`config.mk`:
```
export PLATFORM = sky130hd
export DESIGN_NAME = handshake_const_rr_arbiter
export DESIGN_NICKNAME = d
export VERILOG_FILES = /design/src/rtl/handshake_const_rr_arbiter.sv
export SDC_FILE = /design/constraint.sdc
export NUM_CORES = 1
export LEC_CHECK = 0
export CORE_AREA = 5 5 42 44
export CTS_BUF_LIST = sky130_fd_sc_hd__clkbuf_2 sky130_fd_sc_hd__clkbuf_4 sky130_fd_sc_hd__clkbuf_8
export CTS_CLUSTER_SIZE = 14
export DETAILED_ROUTE_END_ITERATION = 8
export DIE_AREA = 0 0 47 49
export DONT_BUFFER_PORTS = 1
export GPL_TIMING_DRIVEN = 0
export PLACE_DENSITY = 0.7
export SLEW_MARGIN = 20
export SYNTH_ARGS = -nofsm -noshare
export SYNTH_HDL_FRONTEND = slang
export SYNTH_SLANG_ARGS = --single-unit
```
`constraint.sdc`:
```
create_clock -name clk -period 2.2 [get_ports clk]
set_clock_uncertainty 0.15 [all_clocks]
set_input_delay 0 -clock clk [delete_from_list [all_inputs] [get_ports clk]]
set_output_delay 0 -clock clk [all_outputs]
set_load 0.02 [all_outputs]
```
`src/rtl/handshake_const_rr_arbiter.sv`:
```
// Round-robin arbiter that issues one per-requester constant per cycle via a one-slot output register.
// Optional issue counter port enabled by defining HS_CONST_ARB_CNT_EN.
module handshake_const_rr_arbiter #(
   parameter int unsigned N_REQ = 4,
   parameter int unsigned DATA_WIDTH = 32,
   parameter logic [N_REQ*DATA_WIDTH-1:0] CONST_TABLE = {32'h44, 32'h33, 32'h22, 32'h11},
   localparam int unsigned IDX_W = (N_REQ > 1) ? $clog2(N_REQ) : 1
) (
   input  logic                  clk,
   input  logic                  rst,
   input  logic [N_REQ-1:0]      ctrl_valid,
   output logic [N_REQ-1:0]      ctrl_ready,
   output logic [DATA_WIDTH-1:0] outs,
   output logic [IDX_W-1:0]      outs_idx,
   output logic                  outs_valid,
`ifdef HS_CONST_ARB_CNT_EN
   input  logic                  outs_ready,
   output logic [15:0]           issue_cnt
`else
   input  logic                  outs_ready
`endif
);

   typedef enum logic [0:0] {StEmpty, StFull} state_e;

   state_e                state_q, state_d;
   logic [DATA_WIDTH-1:0] outs_q, outs_d;
   logic [IDX_W-1:0]      idx_q, idx_d;
   logic [IDX_W-1:0]      rr_ptr_q, rr_ptr_d;

   logic [DATA_WIDTH-1:0] const_rom [N_REQ];
   logic                  accept;
   logic                  grant_found;
   logic [IDX_W-1:0]      grant_idx;
   logic                  hs;
   int unsigned           cand;

   for (genvar i = 0; i < N_REQ; i++) begin : g_rom
      assign const_rom[i] = CONST_TABLE[i*DATA_WIDTH +: DATA_WIDTH];
   end

   // Scan requesters starting at rr_ptr, wrapping modulo N_REQ.
   always_comb begin
      grant_found = 1'b0;
      grant_idx   = '0;
      cand        = 0;
      for (int unsigned k = 0; k < N_REQ; k++) begin
         cand = 32'(rr_ptr_q) + k;
         if (cand >= N_REQ) cand = cand - N_REQ;
         if (!grant_found && ctrl_valid[IDX_W'(cand)]) begin
            grant_found = 1'b1;
            grant_idx   = IDX_W'(cand);
         end
      end
   end

   // No token is taken while reset is asserted, so it cannot be lost.
   assign accept = (state_q == StEmpty) || outs_ready;
   assign hs     = rst && accept && grant_found;

   always_comb begin
      ctrl_ready = '0;
      if (hs) ctrl_ready[grant_idx] = 1'b1;
   end

   always_ff @(posedge clk) begin
      if (!rst) begin
         state_q  <= StEmpty;
         outs_q   <= '0;
         idx_q    <= '0;
         rr_ptr_q <= '0;
      end else begin
         state_q  <= state_d;
         outs_q   <= outs_d;
         idx_q    <= idx_d;
         rr_ptr_q <= rr_ptr_d;
      end
   end

   always_comb begin
      state_d  = state_q;
      outs_d   = outs_q;
      idx_d    = idx_q;
      rr_ptr_d = rr_ptr_q;
      if (hs) begin
         state_d  = StFull;
         outs_d   = const_rom[grant_idx];
         idx_d    = grant_idx;
         rr_ptr_d = (grant_idx == IDX_W'(N_REQ - 1)) ? '0 : grant_idx + IDX_W'(1);
      end else if (outs_ready) begin
         state_d = StEmpty;
      end
   end

   always_comb begin
      outs_valid = (state_q == StFull);
      outs       = outs_q;
      outs_idx   = idx_q;
   end

`ifdef HS_CONST_ARB_CNT_EN
   logic [15:0] cnt_q;

   always_ff @(posedge clk) begin
      if (!rst) begin
         cnt_q <= '0;
      end else if (hs && (cnt_q != 16'hFFFF)) begin
         cnt_q <= cnt_q + 16'd1;
      end
   end

   assign issue_cnt = cnt_q;
`endif

endmodule
```
==> impl_metrics.py <==
metrics = {
    "placement": {
        "io_buffer_count": 0,
        "hpwl_um": 1020,
        "place_congestion": 0.673,
    },
    "worst_setup_path": {
        "cp-end-kind": "register",
        "cp_max_fo": 8,
        "path_class": "reg -> reg",
        "cp_data_arrival_time_ps": 2070,
        "cp.required_ps": 2180,
        "cp-start-kind": "register",
    },
    "sta": {
        "worst_pin_slew_ps": 554,
        "setup_viol": 0,
        "relSlewSlack_pct": 62.7,
        "period_minus_slack_ps": 2100,
        "finalHoldViolCount": 0,
        "whs_ps": 21.3,
        "finalMaxSlewViolations": 0,
        "finalCritPeriodShare_pct": 95.3,
        "fmax_ghz": 0.477,
    },
    "die": {
        "die_w_um": 47,
        "row_count": 14,
        "ioPinCount": 46,
        "core_um2": 1400,
        "start_util_pct": 44.8,
        "dieHeight_um": 49,
        "die_area_um2": 2300,
    },
    "clock_tree": {
        "root_buffer": "clkbuf_4",
        "clk_pin_slew_ps": 50,
        "cts_buffers": 3,
        "cts.path.max_buffers": 2,
        "clock_latency_ps": 240,
        "cts_tree": "yes",
        "cts_sinks": 6,
        "postCtsSetupRepairBufs": 0,
        "h-tree-depth": 1,
    },
    "synthesis": {
        "yosys.area_share.adder_pct": 7.97,
        "syn_area_per_cell_um2": 8.16,
        "synth_flop_cell": "dfxtp_1",
        "synth_cell_types": 25,
        "synth_xor_area_share_pct": 0,
        "synthMuxAreaShare_pct": 1.59,
        "synth.cell_area_um2": 628,
        "synth_edf_count": 0,
        "synth_top_family_by_area": "buffers and inverters",
        "synth_cells": 77,
        "ys_ff_latch": 6,
        "synth-simple-area-share_pct": 23.1,
        "ys_seq_area_share_pct": 19.1,
        "synthArstFlopShare_pct": 0,
        "yosysWarnings": 0,
        "synth_compound_area_share_pct": 10.6,
    },
    "drt": {
        "wl_per_cell_um": 10.8,
        "first_pass_iters": 4,
        "vias_per_cell": 4.05,
        "ant_nets": 0,
        "wl_um": 1390,
        "drc": 0,
        "via_count": 519,
        "first_iter_violations": 7,
    },
    "global_routing": {
        "grt_pass1_vias": 512,
        "grt_max_degree": 9,
        "antenna_found_initial": 0,
        "track_usage_pct": 11.7,
        "overflow": 0,
        "grt_pass1_wl_um": 2040,
    },
    "run_status": {
        "outcome": "completed",
    },
    "layout": {
        "layout_commonest_cell": "buf_4",
        "syn_to_final_growth_pct": 36.7,
        "mostFrequentLayoutCells": "buf_4, conb_1, dlygate4sd3_1",
        "fin_nets": 125,
        "drive_gt1_share_pct": 38.4,
        "diodes": 0,
        "final_util_pct": 61.3,
    },
    "run": {
        "max_cap_violations": 0,
    },
    "power_and_ir_drop": {
        "vdd.ir_drop.worst_mv": 0.268,
        "p_per_area_nw_per_um2": 563,
        "p_leak_nw": 0.477,
    },
    "worst_hold_path": {
        "hp-class": "in -> reg",
    },
}
==> worst paths after layout <==
kind	from	to	slack, ps	cells past startpoint
worst min-delay path	ctrl_valid[3]	rr_ptr_q[1]	20	4
worst min register to register	rr_ptr_q[1]	rr_ptr_q[1]	430	2
worst max-delay path	rr_ptr_q[1]	rr_ptr_q[0]	100	5
worst max register to register	rr_ptr_q[1]	rr_ptr_q[0]	100	5
==> synthesized netlist by cell type (2+ instances only) <==
library cell,number,share of area [%]
inv_1,4,2.4
nand3_1,2,1.6
nand2_1,5,3.0
and2_1,2,2.0
nor2_1,3,1.8
dfxtp_1,6,19
or2b_2,2,2.8
ha_1,4,8.0
buf_4,29,35
a21oi_1,3,2.4
nor4_1,3,3.0
==> sequential cells by signal, indices dropped and copies added, names as in the netlist <==
signal,count
outs,1
outs_idx,2
outs_valid,1
rr_ptr_q,2
==> logic make-up after synthesis <==
family / count (synthesis)
buf+inv: 33
mux: 1
fa+ha+maj: 4
compound gates: 10
other cells: 1
simple gates: 22
flops: 6
==> critical path, stage by stage (launching register included) <==
cell	delay, ps
dfxtp_2	460
mux2i_1	240
nor2_1	110
nor4_2	380
nor2_1	90
dlygate4sd3_1	560
==> metal layers <==
metal	part of all wire (%)	track usage, %	vias to the layer above
li1	-	-	269
met3	12	4.80	2
met5	0	0	-
met1	36	13.4	214
met4	0.58	2.76	0
met2	51	19.5	34
==> what timing repair did <==
action,4_1_cts,5_1_grt
pin swaps,0,0
setup endpoints to repair,4,4
resized for setup,2,3
hold endpoints to repair,6,0
hold buffers,7,0
==> power by group <==
part	internal [mW]	switching, mW	leakage [nW]
clock	0.0618	0.0404	0.0138
combinational	0.0929	0.123	0.413
sequential	0.126	0.0393	0.0503
==> metrics by stage <==
| stage | power (mW) | setup slack [ps] | cell area [µm²] | std cells | TNS [ps] |
|---|---|---|---|---|---|
| 3_3_place_gp | 0.348 | 138 | 742 | 118 | 0 |
| 3_5_place_dp | 0.351 | 80.9 | 742 | 118 | 0 |
| 6_report | 0.484 | 102 | 858 | 128 | 0 |
| 4_1_cts | 0.469 | 90.6 | 842 | 128 | 0 |
| 5_1_grt | 0.522 | -15.6 | 858 | 128 | -15.6 |
| 2_1_floorplan | 0.332 | 310 | 722 | 102 | 0 |
==> area by class of cell <==
type                    count  area (µm²)
fillers                   129         543
multi-input cells          63         390
plain buffers              29         218
flip-flops and latches      6         123
repair buffers              7        70.1
clock buffers               3        22.5
well taps                  16        20.0
inverters                   4        15.0
No activity file was read; power rests on OpenSTA's default activity.
